File: config.mk
export PLATFORM = sky130hd
export DESIGN_NAME = acumulador_controle
export DESIGN_NICKNAME = d
export VERILOG_FILES = /design/src/rtl/acumulador_controle_pkg.sv /design/src/rtl/acumulador_controle_contador.sv /design/src/rtl/acumulador_controle.sv
export SDC_FILE = /design/constraint.sdc
export NUM_CORES = 1
export LEC_CHECK = 0
export ABC_AREA = 1
export CAP_MARGIN = 10
export CORE_ASPECT_RATIO = 2
export CORE_MARGIN = 2
export CORE_UTILIZATION = 30
export CTS_CLUSTER_SIZE = 20
export DETAILED_ROUTE_END_ITERATION = 10
export DONT_BUFFER_PORTS = 1
export GPL_ROUTABILITY_DRIVEN = 0
export PLACE_DENSITY = 0.52
export SKIP_CTS_REPAIR_TIMING = 1
export SLEW_MARGIN = 0
export SYNTH_ARGS = -nofsm -noshare
export SYNTH_HDL_FRONTEND = slang
export SYNTH_HIERARCHICAL = 1
export SYNTH_SLANG_ARGS = --single-unit
File: constraint.sdc
create_clock -name Clock -period 4.18 [get_ports Clock]
set_clock_uncertainty 0.15 [all_clocks]
set_input_delay 0.836 -clock Clock [delete_from_list [all_inputs] [get_ports Clock]]
set_output_delay 0.836 -clock Clock [all_outputs]
set_load 0.02 [all_outputs]
File: src/rtl/acumulador_controle_pkg.sv
// -----------------------------------------------------------------------------
// acumulador_controle_pkg
// Shared definitions for the accumulator sequencer and the accumulator top
// level. It holds the default datapath and address widths, and the one-hot
// state encoding constants used by the sequencer FSM.
// -----------------------------------------------------------------------------
package acumulador_controle_pkg;

   // Default widths; the accumulator top level uses the same values.
   localparam int TAMANHO_PADRAO = 16;
   localparam int ADDR_W_PADRAO  = 8;

   // One-hot state encoding. Every strobe is a registered decode of the next
   // state, so output glitches cannot appear.
   localparam logic [5:0] ESTADO_IDLE    = 6'b000001;
   localparam logic [5:0] ESTADO_LIMPA   = 6'b000010;
   localparam logic [5:0] ESTADO_LE      = 6'b000100;
   localparam logic [5:0] ESTADO_CARREGA = 6'b001000;
   localparam logic [5:0] ESTADO_TRANSF  = 6'b010000;
   localparam logic [5:0] ESTADO_FIM     = 6'b100000;

   typedef enum logic [5:0] {
      IDLE    = ESTADO_IDLE,
      LIMPA   = ESTADO_LIMPA,
      LE      = ESTADO_LE,
      CARREGA = ESTADO_CARREGA,
      TRANSF  = ESTADO_TRANSF,
      FIM     = ESTADO_FIM
   } estado_t;

endpackage

File: src/rtl/acumulador_controle_contador.sv
// -----------------------------------------------------------------------------
// contador_palavras
// Word index counter for the accumulator sequencer. It is cleared when an
// operation is accepted and advances once per summed word. The terminal flag
// reports that the current index is the last word (i+1 == limite). The
// comparison is made one bit wider, so limite equal to the maximum count
// cannot wrap.
//
// Ports:
//   clk        in   clock, rising edge
//   rst        in   asynchronous, active-high reset
//   zera       in   load index with 0
//   incrementa in   advance index by one
//   limite     in   ADDR_W  word count of the current operation
//   indice     out  ADDR_W  current word index
//   ultimo     out  1 when indice+1 == limite
// -----------------------------------------------------------------------------
module contador_palavras
   import acumulador_controle_pkg::*;
#(
   parameter int ADDR_W = ADDR_W_PADRAO
) (
   input  logic              clk,
   input  logic              rst,
   input  logic              zera,
   input  logic              incrementa,
   input  logic [ADDR_W-1:0] limite,
   output logic [ADDR_W-1:0] indice,
   output logic              ultimo
);

   logic [ADDR_W-1:0] indice_r;
   logic [ADDR_W:0]   proximo_s;

   // Index register: clearing takes priority over advancing.
   always_ff @(posedge clk or posedge rst) begin
      if (rst) begin
         indice_r <= {ADDR_W{1'b0}};
      end else if (zera) begin
         indice_r <= {ADDR_W{1'b0}};
      end else if (incrementa) begin
         indice_r <= indice_r + {{(ADDR_W-1){1'b0}}, 1'b1};
      end else begin
         indice_r <= indice_r;
      end
   end

   // Terminal-count detection, widened by one bit.
   always_comb begin
      proximo_s = {1'b0, indice_r} + {{ADDR_W{1'b0}}, 1'b1};
      ultimo    = (proximo_s == {1'b0, limite});
   end

   assign indice = indice_r;

endmodule

File: src/rtl/acumulador_controle.sv
// -----------------------------------------------------------------------------
// acumulador_controle
// Sequencer that sums a block of consecutive memory words on an external
// accumulator (Load, active-low Clear and Transfer, all edge-triggered on the
// accumulator side). When Start is accepted, the block clears the
// accumulator. It then reads Count words starting at Base. For each word it
// pulses Load and then Transfer. It then latches Acc into Result and issues a
// one-cycle Done pulse.
//
// Optional feature macro: ACUM_OVERFLOW_EN
//   defined   : sticky Overflow flag on accumulator carry-out, cleared when
//               Start is accepted
//   undefined : Overflow tied to 0, no adder
//
// Ports:
//   Clock    in   system clock, rising edge
//   Reset    in   asynchronous, active-high
//   Start    in   operation request, sampled only in IDLE
//   Base     in   ADDR_W   first word address (captured on accept)
//   Count    in   ADDR_W   number of words, 0 allowed (captured on accept)
//   MemData  in   TAMANHO  memory read data, valid the cycle after MemRd
//   Acc      in   TAMANHO  accumulator output
//   MemRd    out  memory read strobe
//   Addr     out  ADDR_W   memory address, holds outside LE
//   Load     out  accumulator operand-register clock pulse
//   Clear    out  accumulator clear, active-low
//   Transfer out  accumulator sum-register clock pulse
//   Busy     out  operation in progress
//   Done     out  one-cycle completion pulse
//   Result   out  TAMANHO  final sum, held until next Done
//   Overflow out  sticky carry-out flag
// -----------------------------------------------------------------------------
module acumulador_controle
   import acumulador_controle_pkg::*;
#(
   parameter int TAMANHO = TAMANHO_PADRAO,
   parameter int ADDR_W  = ADDR_W_PADRAO
) (
   input  logic               Clock,
   input  logic               Reset,
   input  logic               Start,
   input  logic [ADDR_W-1:0]  Base,
   input  logic [ADDR_W-1:0]  Count,
   input  logic [TAMANHO-1:0] MemData,
   input  logic [TAMANHO-1:0] Acc,
   output logic               MemRd,
   output logic [ADDR_W-1:0]  Addr,
   output logic               Load,
   output logic               Clear,
   output logic               Transfer,
   output logic               Busy,
   output logic               Done,
   output logic [TAMANHO-1:0] Result,
   output logic               Overflow
);

   estado_t            state_r;
   estado_t            state_s;
   logic               aceita_s;
   logic [ADDR_W-1:0]  base_r;
   logic [ADDR_W-1:0]  count_r;
   logic [ADDR_W-1:0]  indice_s;
   logic               ultimo_s;
   logic               memrd_r;
   logic               load_r;
   logic               clear_r;
   logic               transfer_r;
   logic               busy_r;
   logic               done_r;
   logic [ADDR_W-1:0]  addr_r;
   logic [TAMANHO-1:0] result_r;
   logic               overflow_r;

   // Word counter: restarts on accept, steps on every TRANSF cycle.
   contador_palavras #(
      .ADDR_W (ADDR_W)
   ) u_contador (
      .clk        (Clock),
      .rst        (Reset),
      .zera       (aceita_s),
      .incrementa (state_r == TRANSF),
      .limite     (count_r),
      .indice     (indice_s),
      .ultimo     (ultimo_s)
   );

   // Next-state logic. Start is only looked at in IDLE, so requests made
   // during an operation are dropped rather than queued.
   always_comb begin
      state_s  = state_r;
      aceita_s = 1'b0;
      case (state_r)
         IDLE: begin
            if (Start) begin
               state_s  = LIMPA;
               aceita_s = 1'b1;
            end else begin
               state_s  = IDLE;
            end
         end
         LIMPA: begin
            if (count_r != {ADDR_W{1'b0}}) begin
               state_s = LE;
            end else begin
               state_s = FIM;
            end
         end
         LE:      state_s = CARREGA;
         CARREGA: state_s = TRANSF;
         TRANSF: begin
            if (ultimo_s) begin
               state_s = FIM;
            end else begin
               state_s = LE;
            end
         end
         FIM:     state_s = IDLE;
         default: state_s = IDLE;
      endcase
   end

   // State register plus operand capture on accept.
   always_ff @(posedge Clock or posedge Reset) begin
      if (Reset) begin
         state_r <= IDLE;
         base_r  <= {ADDR_W{1'b0}};
         count_r <= {ADDR_W{1'b0}};
      end else begin
         state_r <= state_s;
         if (aceita_s) begin
            base_r  <= Base;
            count_r <= Count;
         end else begin
            base_r  <= base_r;
            count_r <= count_r;
         end
      end
   end

   // Registered strobes, decoded from the next state so that each strobe
   // lines up with its state. Clear resets low, which holds the accumulator
   // cleared for as long as Reset is asserted.
   always_ff @(posedge Clock or posedge Reset) begin
      if (Reset) begin
         memrd_r    <= 1'b0;
         load_r     <= 1'b0;
         clear_r    <= 1'b0;
         transfer_r <= 1'b0;
         busy_r     <= 1'b0;
      end else begin
         memrd_r    <= (state_s == LE);
         load_r     <= (state_s == CARREGA);
         clear_r    <= (state_s != LIMPA);
         transfer_r <= (state_s == TRANSF);
         busy_r     <= (state_s != IDLE);
      end
   end

   // Address register. The first LE loads Base. Each later LE follows a
   // TRANSF and steps by one, wrapping modulo 2^ADDR_W. The address holds
   // in every other state.
   always_ff @(posedge Clock or posedge Reset) begin
      if (Reset) begin
         addr_r <= {ADDR_W{1'b0}};
      end else if (state_s == LE) begin
         if (state_r == LIMPA) begin
            addr_r <= base_r;
         end else begin
            addr_r <= addr_r + {{(ADDR_W-1){1'b0}}, 1'b1};
         end
      end else begin
         addr_r <= addr_r;
      end
   end

   // Completion: Result and Done update on the edge that leaves FIM.
   always_ff @(posedge Clock or posedge Reset) begin
      if (Reset) begin
         done_r   <= 1'b0;
         result_r <= {TAMANHO{1'b0}};
      end else begin
         done_r <= (state_r == FIM);
         if (state_r == FIM) begin
            result_r <= Acc;
         end else begin
            result_r <= result_r;
         end
      end
   end

`ifdef ACUM_OVERFLOW_EN
   logic [TAMANHO:0] soma_s;

   // Carry-out of the addition the accumulator performs for this word.
   always_comb begin
      soma_s = {1'b0, Acc} + {1'b0, MemData};
   end

   // Sticky overflow flag, restarted by each accepted operation.
   always_ff @(posedge Clock or posedge Reset) begin
      if (Reset) begin
         overflow_r <= 1'b0;
      end else if (aceita_s) begin
         overflow_r <= 1'b0;
      end else if ((state_r == CARREGA) && soma_s[TAMANHO]) begin
         overflow_r <= 1'b1;
      end else begin
         overflow_r <= overflow_r;
      end
   end
`else
   // Without the overflow feature, MemData is consumed only by the
   // accumulator. It is reduced here and deliberately left without a load.
   logic unused_memdata_s;
   assign unused_memdata_s = ^MemData;
   assign overflow_r       = 1'b0;
`endif

   assign MemRd    = memrd_r;
   assign Addr     = addr_r;
   assign Load     = load_r;
   assign Clear    = clear_r;
   assign Transfer = transfer_r;
   assign Busy     = busy_r;
   assign Done     = done_r;
   assign Result   = result_r;
   assign Overflow = overflow_r;

   // The index value itself is not needed here; only its terminal flag is.
   logic unused_indice_s;
   assign unused_indice_s = ^indice_s;

endmodule

## Word level (Yosys, flattened, before mapping)

Index checks and enable logic that the tools add are counted.

- Muxes and demuxes: 9
- Add/subtract/negate cells: 3
- Equality and inequality tests: 12
- Reduce and logical (&&, ||, !) cells: 2

Operator list:

| kind | count |
|---|---|
| 6-bit case mux with 5 select lines | 1 |
| 8-bit two-way mux | 3 |
| 8-bit by 1-bit adder with 8-bit output, second input constant | 2 |
| 6-bit by 3-bit == test with 1-bit output, second input constant | 2 |
| 6-bit by 4-bit == test with 1-bit output, second input constant | 2 |
| 6-bit by 5-bit == test with 1-bit output, second input constant | 2 |
| 6-bit two-way mux | 2 |
| 8-bit by 1-bit adder with 9-bit output, second input constant | 1 |
| 9-bit by 8-bit == test with 1-bit output | 1 |
| 8-bit nonzero test | 1 |
| 6-bit by 1-bit == test with 1-bit output, second input constant | 1 |
| 6-bit by 2-bit == test with 1-bit output, second input constant | 1 |
| 6-bit == test, second input constant | 1 |
| 6-bit by 1-bit != test with 1-bit output, second input constant | 1 |
| 6-bit by 2-bit != test with 1-bit output, second input constant | 1 |
| 1-bit two-way mux | 2 |
| 2-bit two-way mux | 1 |
| 2-bit nonzero test | 1 |

- Register bits: 60
- Output and inout port bits: 31
- Input bits: 51

## Logic depth before layout (Yosys ltp)

Gate-level depths: netlist (run 1).

- Word-level depth: 5
- Gate-level depth with buffers: 15
- Mapped depth without buffers: 15

## Modules after synthesis

Netlist (run 1), hierarchy kept.

By module, submodules not included:

| module | cells an instance | instances | area an instance (um^2) |
|---|---|---|---|
| acumulador_controle | 275 | 1 | 2314.7 |
| contador_palavras | 100 | 1 | 658.1 |

## Worst setup path before layout (run 1)

Ideal clock, no wire load.

- Path type: register -> register
- Start point: register u_contador.indice_r[0] (netlist: u_contador/indice[0])
- End point: register addr_r[2] (netlist: Addr[2])
- Clock period less this slack: 1.882 ns
- Cell stages (with the launch flop): 15
- Path buffers: 0
- Arrival time: 1.610 ns
- Setup slack: 2.298 ns
- Cell sequence: dfrtp_1 -> ha_1 -> inv_1 -> nand2_1 -> nand2_1 -> nor2_1 -> nand3_1 -> nor2_1 -> nand3_1 -> nor2_1 -> inv_1 -> nand2_2 -> nand2_4 -> nand2_1 -> o21ai_1

- Cells in the longest elaborated chain, start to end: 5

RTL lines:

| item | RTL line | source |
|---|---|---|
| start, declared | acumulador_controle_contador.sv:32 | `logic [ADDR_W-1:0] indice_r;` |
| start signal, assigned | acumulador_controle_contador.sv:38 | `indice_r <= {ADDR_W{1'b0}};` |
| start signal, assigned | acumulador_controle_contador.sv:40 | `indice_r <= {ADDR_W{1'b0}};` |
| start signal, assigned | acumulador_controle_contador.sv:42 | `indice_r <= indice_r + {{(ADDR_W-1){1'b0}}, 1'b1};` |
| 8-bit by 1-bit adder with 9-bit output | acumulador_controle_contador.sv:50 | `proximo_s = {1'b0, indice_r} + {{ADDR_W{1'b0}}, 1'b1};` |
| 9-bit by 8-bit == test with 1-bit output | acumulador_controle_contador.sv:51 | `ultimo = (proximo_s == {1'b0, limite});` |
| via ultimo_s | acumulador_controle.sv:63 | `logic ultimo_s;` |
| 6-bit two-way mux | acumulador_controle.sv:111 | `if (ultimo_s) begin` |
| 6-bit case mux with 5 select lines | acumulador_controle.sv:92 | `case (state_r)` |
| via state_s[2] | acumulador_controle.sv:58 | `estado_t state_s;` |
| 6-bit by 3-bit == test with 1-bit output | acumulador_controle.sv:165 | `end else if (state_s == LE) begin` |
| end signal, assigned | acumulador_controle.sv:164 | `addr_r <= {ADDR_W{1'b0}};` |
| end signal, assigned | acumulador_controle.sv:167 | `addr_r <= base_r;` |
| end signal, assigned | acumulador_controle.sv:169 | `addr_r <= addr_r + {{(ADDR_W-1){1'b0}}, 1'b1};` |
| end, declared | acumulador_controle.sv:70 | `logic [ADDR_W-1:0] addr_r;` |

The timed path passes the listed nets, and every way through them passes these cells.
A chain may end at the register's enable or synchronous reset.

## Worst setup path in the final report (run 1)

- Start point: register u_contador.indice_r[0] (netlist: u_contador/indice[0])
- End point: register addr_r[6] (netlist: Addr[6])

Same word-level chain as after synthesis.

==> results of run 1 <==
cells by family (layout without fill, tap and decap cells):
kind of cell / count (synthesis) / count (layout)
xor gates and xnor gates: 4 / 4
other: 1 / 1
DFF: 60 / 60
AOI/OAI and AO/OA: 13 / 13
and+or+nand+nor: 249 / 249
buffers and inverters: 46 / 57
adders and majority gates: 2 / 2
placed cells by master, fill, tap and decap left out:
cell / synthesis / layout
nand2_1: 170 / 170
nand2_4: 3 / 3
ha_1: 2 / 2
nand4_2: 1 / 1
inv_2: 5 / 6
nor2_1: 18 / 18
buf_4: 1 / 1
clkinv_2: 0 / 1
xnor2_1: 2 / 2
conb_1: 1 / 1
clkbuf_16: 0 / 9
or2_2: 3 / 3
dfstp_2: 1 / 1
o21ai_1: 3 / 3
nand3_1: 33 / 33
clkinvlp_4: 0 / 1
xor2_1: 1 / 1
nand3_2: 3 / 3
bufinv_16: 0 / 1
clkbuf_8: 0 / 4
o21ai_0: 5 / 5
nor3_1: 2 / 2
inv_1: 35 / 34
nor3_4: 1 / 1
xnor3_1: 1 / 1
nor2_4: 4 / 4
and2_0: 1 / 1
nor2_2: 1 / 1
nand2_2: 7 / 7
o22ai_1: 5 / 5
nor3_2: 1 / 1
nand3b_1: 1 / 1
dfrtp_1: 59 / 59
flip-flops by register name, summed over array words and instances, names as in the netlist:
name	count
Transfer	1
Result	16
Addr	8
Load	1
Busy	1
count_r	8
Clear	1
MemRd	1
state_r	6
base_r	8
Done	1
u_contador/indice	8
layout make-up:
type,count,share of cell area
sequential,60,0.441
timing repair buffer,1,0.00220
clock buffer,13,0.0822
clock inverter,3,0.0125
inverter,40,0.0441
multi-input combinational,269,0.370
tap,132,0.0485
power groups by stage:
stage               Combinational [uW]  Clock (uW)  Sequential, uW
finish                             478         784             980
global route                       555         833            1010
CTS                                489         803             986
detailed placement                 487           0             994
global placement                   478           0             990
floorplan                          420           0             944
metrics by stage:
step | utilization | total power [uW] | hold slack (ns) | instance area, um2
finish | 0.351 | 2240 | 0.216 | 3410
global route | 0.351 | 2400 | 0.215 | 3410
CTS | 0.351 | 2280 | 0.216 | 3410
detailed placement | 0.318 | 1480 | 0.317 | 3090
global placement | 0.318 | 1470 | 0.312 | 3090
floorplan | - | 1360 | 0.299 | 2970
worst max-delay path, stage by stage (launching register included):
cell     delay, ns
dfrtp_1       0.42
ha_1          0.32
inv_1         0.05
nand2_1       0.05
nand2_1       0.05
nor2_1        0.14
nand3_1       0.10
nor2_1        0.09
nand3_1       0.10
nor2_1        0.11
inv_1         0.07
nand2_2       0.21
nand2_4       0.14
nand3_1       0.10
nand2_1       0.05
path summary, 6_finish.rpt:
check | from | endpoint | cells past startpoint
min | Reset | u_contador/indice[7] | 1
max in group asynchronous | Reset | state_r[0] | 2
min in group Clock | base_r[4] | base_r[4] | 2
max reg2reg | u_contador/indice[0] | Addr[6] | 14
min reg2reg | base_r[4] | base_r[4] | 2
max | u_contador/indice[0] | Addr[6] | 14
metal layers:
layer  share of wire  track usage  vias to the layer above
met5               0            0                        -
met1            0.37        0.140                     1089
li1                -            -                     1169
met3           0.025       0.0360                       16
met4           0.034       0.0846                        0
met2            0.57        0.238                       45
==> results.env, run 1 <==
ASYNCSETRESETFLOPFRACSYNTH=1.00
SETUP_VIOLATIONS=0
GRT_FIRST_PASS_WIRELENGTH_UM=10900
GR-USAGE-ALL-LAYERS=0.137
CORE-AREA_UM2=9700
SLEW_VIOL_FINAL=0
START_UTIL=0.307
CLOCKPOWERSHARE=0.350
SYNTH-EDFF-COUNT=0
CRIT_TYPE='flop to flop'
REG_CLK_SLEW_REPORTED_PATHS_NS=0.05
COMPOUND_GATE_PORTION_OF_THE_SYNTHESIZED_AREA=0.0240
REQUIRED_NS=4.25
P_SW_FRAC=0.355
IO_PINS=82
SYNTH_COMMON_CELLS='nand2_1 (170), dfrtp_1 (59), inv_1 (35), nand3_1 (33), nor2_1 (18)'
CP-START-KIND='flop'
PORT_BUFFER_COUNT=0
SYNTH_TOP_FAMILY_BY_AREA='simple AND/OR/NAND/NOR gates'
SYN-NUM-NETS=428
POWER_REPORT.INTERNAL_TOTAL_uW=1450
DRT_WL_TOTAL_UM=7040
CLKSINKCOUNT=60
SYNTHSIMPLEGATEAREAFRAC=0.374
CLK_LATENCY_NS=0.33
GRT_ANTENNA_BEFORE_REPAIR=0
TIMING.FINAL.WS_SETUP_NS=1.92
GRT_REMAINING_OVERFLOW=0
CAP_VIOLATIONS=0
DRTPASS1ITERATIONS=4
YOSYS.AREA.TOP_TYPE='dfrtp_1'
YOSYS-MUX-AREA-FRACTION=0
PEAKVDDDROP_mV=0.228
FINAL_LAYOUT_SIZE_SUFFIX_GT1_FRAC=0.124
LAYOUT.AREA.SEQ_UM2=1500
REGTOREGSETUPSLACK_NS=1.92
WORST_EP_ARRIVAL_TIME_NS=2.33
DRTANTENNAVIOLNETS=0
MIN_PERIOD_NS=2.26
LEAKAGEPOWER_uW=0.00167
FILLER_CELL_COUNT=1046
ROUTE.DETAILED.DRC=0
CRIT_FANOUT=10
POST_SYNTH_FA_HA_MAJ_AREA_FRACTION=0.00842
SYNTH_TOP_CELLS_BY_AREA='dfrtp_1 (50%), nand2_1 (21%), nand3_1 (5.6%), inv_1 (4.4%), nor2_1 (2.3%)'
YOSYSWARNINGS=6
POWERDENSITY_nW_PER_UM2=658
OUTCOME='complete, no violations'
SYN_AREA_UM2=2970
SYNTHDOMINANTCELLAREASHARE=0.497
POWER_FRAC_COMB=0.213
YS_TYPES=31
SEQ_POWER_SHARE=0.437
CTS_BUFFERS=9
DIE_AREA_UM2=10800
HIGHEST_CLOCK_RATE_GHz=0.443
FINALNONFILLERCELLS=518
HP-CLASS='input pin to asynchronous set/reset pin'
SYNTH_FLOP_CELL='dfrtp_1'
NUMBER_OF_LEVELS_IN_THE_CLOCK_H_TREE=3
ROWS=51
FIN_NETS=434
POST_ROUTE_SETUP_TNS_NS=0
RSZ0062_AT_GRT='no'
SYNTH_SEQUENTIAL_AREA_RATIO=0.505
DRT-VIAS-PER-INSTANCE=4.48
YS_SEQ_ELEMENTS=60
VIA_COUNT=2319
END_KIND='flop'
POST-ROUTE-PERIOD-UTIL=0.540
AVGSYNTHCELLAREA_UM2=7.93
CTS_TREE='yes'
ANTENNA-DIODE-COUNT=0
CTS.PATH.MAX_BUFFERS=2
DP_SLACK_NS=1.89
HPWL_UM=5260
CLOCKROOTBUFFER='clkbuf_16'
MOST_FREQUENTLY_USED_CELL_TYPE_IN_THE_POST_SYNTHESIS_NETLIST='nand2_1'
TOTAL_NET_SWITCHING_POWER_uW=795
ROUTED_WIRE_LENGTH_PER_INSTANCE_UM=13.6
DIEWIDTH_UM=74.4
AREA_DELTA_SYNTH_FINAL_PCT=14.6
GRT_PASS1_VIAS=2261
DRTITER0DRC=99
POSTSYNTHCELLCOUNT=375
TIMING_HOLD_VIOLATIONS_FINAL=0
NUMPLACEDINSTANCES=502
MULTI_INPUT_AREA_UM2=1260
GRT_MAX_DEGREE=33
DIE_HEIGHT_UM=145
SYNTHXORXNORAREAFRAC=0.0164
No activity file was read; power rests on OpenSTA's default activity.
==> inputs of run 2 (changes only) <==
- PLACE_DENSITY: 0.52 -> 0.53
- clock period: 4.18 -> 1.9 ns (I/O delays scaled with it)
==> run 2 against run 1 <==
Against the previous run: the run now ends with negative setup slack left; wire length up 3.6%; maximum frequency up 11%; hold slack lost 0.20 ns; register-to-register slack lost 2.0 ns; flip-flop and latch count stayed put; power grew 130%; global-route usage rose by 0.73 points; clock power up 120%; core utilization up 1.8 points; first-iteration DRC count is 28% higher; non-clock buffer count rose by 13; worst setup slack worse by 2.0 ns; critical endpoint is now Addr[3].
==> results.env, run 2 (synthesis results as in run 1) <==
OUTCOME='finished with violations'
VIOLATED_CHECKS='negative setup slack'
HOLD-PATH-ENDPOINT='base_r[7]'
NUMBER_OF_LEVELS_IN_THE_CLOCK_H_TREE=3  # unchanged
REGTOREGSETUPSLACK_NS=-0.13  # -2.05 ns
FIN_NETS=448  # +3.2%
ROWS=51  # unchanged
SLEW_VIOL_FINAL=0  # unchanged
CTS_BUFFERS=9  # unchanged
CLKSINKCOUNT=60  # unchanged
FILLER_CELL_COUNT=1034  # -1.1%
CRIT_FANOUT=8  # -2
GR-USAGE-ALL-LAYERS=0.144  # +0.00727
DPL-INSTANCE-AREA_UM2=3190  # +3.5%
REQUIRED_NS=2.02  # -2.23 ns
CTS.PATH.MAX_BUFFERS=2  # unchanged
DRT-VIAS-PER-INSTANCE=4.54  # +1.4%
CLOCKROOTBUFFER='clkbuf_16'
CTS_TREE='yes'
REG_CLK_SLEW_REPORTED_PATHS_NS=0.05  # about the same
GRT_ANTENNA_BEFORE_REPAIR=0  # unchanged
TOTAL_POWER_uW=5060  # +130%
ANTENNA-DIODE-COUNT=0  # unchanged
PEAKVDDDROP_mV=0.542  # +140%
DRT_WL_TOTAL_UM=7290  # +3.6%
HP-CLASS='input pin to flop'
CRIT_PATH_CELL_TRACE='ha_4, inv_2, nand2_1, nand2_1, nor2_2, nand3_1, nor2_1, nand3_1, nor2_2, inv_2, nand2_4, buf_12, nand3_1, nand2_1'
FINAL_LAYOUT_SIZE_SUFFIX_GT1_FRAC=0.170  # +0.0456
GRT_FIRST_PASS_WIRELENGTH_UM=11500  # +5.8%
POWERDENSITY_nW_PER_UM2=1410  # +110%
DRTITER0DRC=127  # +28%
WORST_HOLD_PATH.NUM_CELLS=2
MIN_PERIOD_NS=2.03  # -0.233 ns
MOST_COMMON_CELL_AFTER_LAYOUT_FILL_AND_TAPS_ASIDE='nand2_1'
POST-ROUTE-PERIOD-UTIL=1.07  # +0.526
START_UTIL=0.307  # unchanged
DP_SLACK_NS=-0.195  # -2.09 ns
CP-START-KIND='flop'
IO_PINS=82  # unchanged
AREA_DELTA_SYNTH_FINAL_PCT=20.5
LARGEST_REG_FLOPS=16  # unchanged
SETUP_VIOLATIONS=10  # +10
GRT_MAX_DEGREE=53  # +61%
CRITPATHMAXSTAGEDELAY_NS=0.41  # about the same
FINAL_DESIGN_AREA_NO_FILL_UM2=3580  # +5.1%
GRT_PASS1_VIAS=2415  # +6.8%
R2R.WORST_PATH.CELLS=14  # unchanged
GRT_REMAINING_OVERFLOW=0  # unchanged
ROUTE.DETAILED.DRC=0  # unchanged
POST-ROUTE-UTIL=0.369  # +0.0178
DRTPASS1ITERATIONS=4  # unchanged
CAP_VIOLATIONS=0  # unchanged
DIE_AREA_UM2=10800  # unchanged
DIEWIDTH_UM=74.4  # unchanged
CLK_LATENCY_NS=0.33  # about the same
HIGHEST_CLOCK_RATE_GHz=0.494  # +11%
WORSTREG2REGEND='Addr[3]'
MOSTFREQUENTLAYOUTCELLS='nand2_1 (169), dfrtp_1 (59), inv_1 (32), nand3_1 (30), nor2_1 (16)'
CRIT_FAMILY='simple AND/OR/NAND/NOR gates'
DIE_HEIGHT_UM=145  # unchanged
HOLD_PATH_STARTPOINT='Base[7]'
ROUTED_WIRE_LENGTH_PER_INSTANCE_UM=13.7  # +0.85%
WORSTREG2REGSTART='u_contador/indice[0]'
VIA_COUNT=2414  # +4.1%
HPWL_UM=5330  # +1.4%
CRITICAL-PATH-SLOWEST-CELL='dfrtp_1'
CORE-AREA_UM2=9700  # unchanged
CRITPATHBUFINV=3  # +1
CRIT_TYPE='flop to flop'
PORT_BUFFER_COUNT=0  # unchanged
LEAKAGEPOWER_uW=0.00175  # +4.4%
TIMING_HOLD_VIOLATIONS_FINAL=0  # unchanged
DRTANTENNAVIOLNETS=0  # unchanged
RSZ0062_AT_GRT='yes'
END_KIND='flop'
TIMING.FINAL.WS_SETUP_NS=-0.126  # -2.05 ns
WORST_EP_ARRIVAL_TIME_NS=2.14  # -0.19 ns
[run 2: changes by cell type in the layout (fill, tap and decap cells not counted), sizes merged]
cell and delta:
clkbuf -1, buf +12, dlygate4sd3 +1, nand2 +1, bufinv +1
[run 2: worst max path at each step]
stage / from / endpoint / slack [ns] / cells after the start
after detailed placement: u_contador/indice[0] / Addr[5] / -0.20 / 14
final: u_contador/indice[0] / Addr[3] / -0.13 / 14
after CTS: u_contador/indice[0] / Addr[5] / -0.22 / 14
after global placement: u_contador/indice[1] / Addr[2] / -0.20 / 14
after global routing: u_contador/indice[0] / Addr[4] / -0.20 / 14
after floorplan: u_contador/indice[0] / Addr[2] / 0.02 / 14
[run 2: per-layer routing]
metal / track usage / vias to the layer above / part of all wire
li1: - / 1199 / -
met1: 0.144 / 1129 / 0.35
met2: 0.265 / 64 / 0.59
met3: 0.0277 / 22 / 0.031
met4: 0.0827 / 0 / 0.034
met5: 0 / - / 0
[run 2: report_power, final]
part	total [uW]	switching (uW)	internal, uW
Sequential	2160	528	1630
Combinational	1160	708	448
Clock	1740	561	1180
Total	5060	1800	3260
[run 2: area by class of cell]
| type | instances | area (um2) | share of cell area |
|---|---|---|---|
| sequential | 60 | 1500 | 0.420 |
| multi-input combinational | 270 | 1310 | 0.366 |
| clock buffer | 12 | 246 | 0.0688 |
| tap | 132 | 165 | 0.0461 |
| inverter | 40 | 150 | 0.0419 |
| timing repair buffer | 14 | 133 | 0.0370 |
| clock inverter | 4 | 72.6 | 0.0203 |
[run 2: worst reg2reg max path, cell delays in order (launching register included)]
cell	delay (ns)
dfrtp_1	0.41
ha_4	0.28
inv_2	0.04
nand2_1	0.05
nand2_1	0.06
nor2_2	0.13
nand3_1	0.09
nor2_1	0.09
nand3_1	0.09
nor2_2	0.13
inv_2	0.06
nand2_4	0.11
buf_12	0.13
nand3_1	0.08
nand2_1	0.08
[run 2: metrics by stage]
stage               setup TNS [ns]  cells  hold slack (ns)
floorplan                        0    375           0.0457
global placement             -1.88    513            0.123
detailed placement           -1.78    513            0.116
CTS                          -2.04    529           -0.231
global route                 -1.90    532           0.0107
finish                       -1.05    532           0.0122
==> RTL change 1, RTL diff (settings of run 1) <==
The package constant `TAMANHO_PADRAO` goes from 16 to 17.
--- a/src/rtl/acumulador_controle_pkg.sv
+++ b/src/rtl/acumulador_controle_pkg.sv
@@ -8,5 +8,5 @@
 
    // Default widths; the accumulator top level uses the same values.
-   localparam int TAMANHO_PADRAO = 16;
+   localparam int TAMANHO_PADRAO = 17;
    localparam int ADDR_W_PADRAO  = 8;
 
Ports: changed (resized Acc, MemData and Result); port bits go from 82 to 85. The function was not compared with the original's and may differ.
==> RTL change 1 against run 1 <==
- via count grew 2.4%
- wire length up 3.8%
- synthesized area rose by 2.9%
- sequential cell count increased by 1
- count of clock-buffer cells in the layout shrank 2
- total power grew 2.0%
- cell area increased by 2.4%
- worst setup slack improved by 0.078 ns
- fmax rose by 3.6%
- critical endpoint is now Addr[2]$_DFFE_PP0N_
==> RTL change 1: results (changes against run 1) <==
metal2 WL=4220 um (was 4020 um); Yosys cell types=33 (was 31); Synth area leaders=dfrtp_1, nand2_1, nand3_1 (unchanged); CP top delay family=simple AND/OR/NAND/NOR gates (unchanged); CTS max path bufs=2 (unchanged); clock network power share=0.353 (was 0.350); 1st-iter DRT viols=168 (was 99); post-synthesis sequential area ratio=0.499 (was 0.505); GRT met2 Usage=0.270 (was 0.238); Post-synth top cells=nand2_1, dfrtp_1, inv_1 (unchanged); Synth Area in XOR/XNOR=0.0188 (was 0.0164); Worst slew margin=0.575; switching pwr=0.817 mW (was 0.795 mW); dpl cell area=3160 sq um (was 3090 sq um); max reg flops=17 (was 16); clock latency on the worst-skew pair=around 0.32 ns; GRT met1 Usage=0.146 (was 0.140); pre-CTS setup slack=1.96 ns (was 1.89 ns); met3 Use GR=0.0405 (was 0.0360); asr flop ratio synth=1.00 (unchanged); overall global routing resource usage=0.147 (was 0.137); vias in the first global route=2,507 (was 2,261); antenna cell count=0 (unchanged); Post-Synth Adder-Cell Area=0.00818 (was 0.00842); PortBufs=0 (unchanged); switching share of total power=0.357 (was 0.355); slowest stage delay, CP=roughly 0.4 ns; Synth Instances=382 (was 375); static leakage=1.69 nW (was 1.67 nW); first-pass GRT wire length=12,200 um (was 10,900 um); Syn Nets=437 (was 428); Compound-Gate Fraction of Synth Area=0.0229 (was 0.0240); uppermost routed layer=met4 (unchanged); worst hold path type=in -> async (unchanged); CP arrival=2.23 ns (was 2.33 ns); largest family of logic cells by synthesized area=simple AND/OR/NAND/NOR gates (unchanged); Gate power share=0.216 (was 0.213); non-filler cells, final=526 (was 518); fill cell count=1,108 (was 1,046); peak supply drop=0.000284 V (was 0.000228 V); Pre-antenna DRT Iters=4 (unchanged); Cells after DPL=510 (was 502); met1 WL=2560 um (was 2610 um); CTS root buf=clkbuf_16 (unchanged); routed length on met3=388 um (was 178 um); prevailing post-synth register cell=dfrtp_1 (unchanged); warnings from Yosys=6 (unchanged); design area=3490 sq um (was 3410 sq um); post-synthesis mux area share=0 (unchanged); status=completed (unchanged); CP max FO=11 (was 10); layout cell share with drive strength beyond 1=0.128 (was 0.124); largest net degree at the start of global routing=32 (was 33); Post-DP HPWL=5380 um (was 5260 um); antenna violations before repair=0 (unchanged); number of buffers created by CTS=9 (unchanged); H-tree lvl count=3 (unchanged); Clock Pin Slew Worst Setup and Hold Paths=0.05 ns (about the same); Avg Vias per Cell=4.52 (was 4.48); Routed Wire Length=7300 um (was 7040 um)
==> RTL change 1: path summary, 6_finish.rpt <==
check / from / endpoint / slack [ns] / cells past startpoint
hold reg to reg: base_r[7]$_DFFE_PP0N_ / base_r[7]$_DFFE_PP0N_ / 0.32 / 2
min in group Clock: base_r[7]$_DFFE_PP0N_ / base_r[7]$_DFFE_PP0N_ / 0.32 / 2
hold / removal: Reset / u_contador/indice[2]$_DFFE_PP0P_ / 0.22 / 1
max in group asynchronous: Reset / Addr[3]$_DFFE_PP0N_ / 2.77 / 2
setup reg to reg: u_contador/indice[0]$_DFFE_PP0P_ / Addr[2]$_DFFE_PP0N_ / 2.00 / 15
setup / recovery: u_contador/indice[0]$_DFFE_PP0P_ / Addr[2]$_DFFE_PP0N_ / 2.00 / 15
==> RTL change 1: area by class of cell <==
cell class                 instances  area share
timing repair buffer               1     0.00215
tap                              135      0.0484
sequential                        61       0.438
inverter                          41      0.0441
multi-input combinational        272       0.374
clock buffer                      11      0.0696
clock inverter                     5      0.0240
==> RTL change 2, RTL diff (settings of run 1) <==
Made on the original files. Register the output `Addr` once more, cleared by the reset; this adds one clock of latency there. The other outputs are not delayed to match.
--- a/src/rtl/acumulador_controle.sv
+++ b/src/rtl/acumulador_controle.sv
@@ -218,5 +218,11 @@
 
    assign MemRd    = memrd_r;
-   assign Addr     = addr_r;
+   always_ff @(posedge Clock or posedge Reset) begin
+      if (Reset) begin
+         Addr <= '0;
+      end else begin
+         Addr <= addr_r;
+      end
+   end
    assign Load     = load_r;
    assign Clear    = clear_r;
Behaviour: not the same (a bounded check fails within 4 cycles, from zero or initial values and one cycle with Reset high).
==> RTL change 2 against run 1 <==
- synthesized area rose by 6.9%
- cell area rose by 6.0%
- total power rose by 5.6%
- worst setup slack improved by 0.076 ns
- die area rose by 6.7%
- hold slack got worse by 0.010 ns
- sequential cell count rose by 8
- non-clock buffer count did not move
- first-iteration DRC count rose by 35%
- wire length rose by 4.3%
- critical path depth did not move
- largest cell class unchanged
==> RTL change 2: results (changes against run 1) <==
worst hold path type=in -> async (unchanged); flop-to-flop setup slack=2.00 ns (was 1.92 ns); non-filler cells, final=527 (was 518); fill cell count=1,111 (was 1,046); pre-CTS setup slack=1.94 ns (was 1.89 ns); Gate power share=0.203 (was 0.213); min Tclk post-route=2.18 ns (was 2.26 ns); Syn Nets=433 (was 428); H-tree lvl count=3 (unchanged); static leakage=1.74 nW (was 1.67 nW); CP top delay family=simple AND/OR/NAND/NOR gates (unchanged); asr flop ratio synth=1.00 (unchanged); WHS=0.206 ns (was 0.216 ns); first-pass GRT wire length=12,000 um (was 10,900 um); CP max FO=11 (was 10); P_comb=0.480 mW; max reg flops=16 (unchanged); slowest stage delay, CP=0.42 ns (about the same); Synth Instances=380 (was 375); dpl cell area=3300 sq um (was 3090 sq um); switching share of total power=0.350 (was 0.355); vias post-DR=2,377 (was 2,319); overall global routing resource usage=0.138 (was 0.137); Crit Reg-Reg Startpoint=u_contador/indice[0]$_DFFE_PP0P_ (unchanged); Worst R2R Path Depth=14 (unchanged); layout cell share with drive strength beyond 1=0.128 (was 0.124); Routed Wire Length=7350 um (was 7040 um); clock latency on the worst-skew pair=0.33 ns (about the same); Worst-Margin Slew=0.944 ns; Cells after DPL=511 (was 502); CTS max path bufs=2 (unchanged); 1st-iter DRT viols=134 (was 99); post-synthesis sequential area ratio=0.536 (was 0.505); warnings from Yosys=6 (unchanged); max cap viols=0 (unchanged); Pre-antenna DRT Iters=4 (unchanged); Crit Reg-Reg Endpoint=addr_r[3]$_DFFE_PP0N_ (was Addr[6]$_DFFE_PP0N_); status=completed (unchanged); antenna cell count=0 (unchanged); antenna violations before repair=0 (unchanged); Synth area leaders=dfrtp_1, nand2_1, nand3_1 (unchanged); Post-DP HPWL=5430 um (was 5260 um); largest net degree at the start of global routing=45 (was 33); PortBufs=0 (unchanged); Yosys cell types=33 (was 31); CP arrival=2.24 ns (was 2.33 ns); Clk power=0.808 mW (was 0.784 mW); Post-synth top cells=nand2_1, dfrtp_1, inv_1 (unchanged); peak supply drop=0.000361 V (was 0.000228 V); Final nets=438 (was 434)
-- RTL change 2: area by class of cell --
| class | count | area, sq um | area share |
|---|---|---|---|
| Tap cell | 137 | 171 | 0.0475 |
| Inverter | 41 | 154 | 0.0426 |
| Clock buffer | 9 | 225 | 0.0623 |
| Clock inverter | 7 | 91.3 | 0.0253 |
| Multi-Input combinational cell | 264 | 1260 | 0.349 |
| Timing Repair Buffer | 1 | 7.51 | 0.00208 |
| Sequential cell | 68 | 1700 | 0.471 |
-- RTL change 2: kinds of logic (layout without fill, tap and decap cells) --
family | after synthesis | count (layout) | synth area share
and+or+nand+nor | 238 | 238 | 0.340
DFF | 68 | 68 | 0.536
buffers and inverters | 48 | 58 | 0.0681
AOI/OAI and AO/OA | 20 | 20 | 0.0346
xor gates and xnor gates | 3 | 3 | 0.0126
adders and majority gates | 2 | 2 | 0.00787
other | 1 | 1 | 0.00118
-- RTL change 2: layer usage --
metal	up-vias	part of all wire	track usage
met4	0	0.029	0.0800
met3	15	0.031	0.0308
met5	-	0	0
met1	1128	0.37	0.138
li1	1190	-	-
met2	44	0.57	0.258
-- RTL change 2: how the worst max path moves through the flow --
stage                                           startpoint                                to  cells after the start
final                     u_contador/indice[0]$_DFFE_PP0P_             addr_r[3]$_DFFE_PP0N_                     14
after global routing      u_contador/indice[0]$_DFFE_PP0P_             addr_r[3]$_DFFE_PP0N_                     13
after CTS                 u_contador/indice[0]$_DFFE_PP0P_             addr_r[3]$_DFFE_PP0N_                     14
after detailed placement                             Start  u_contador/indice[1]$_DFFE_PP0P_                      5
after global placement                               Start  u_contador/indice[1]$_DFFE_PP0P_                      5
after floorplan                                      Reset                 Addr[0]$_DFF_PP0_                      1
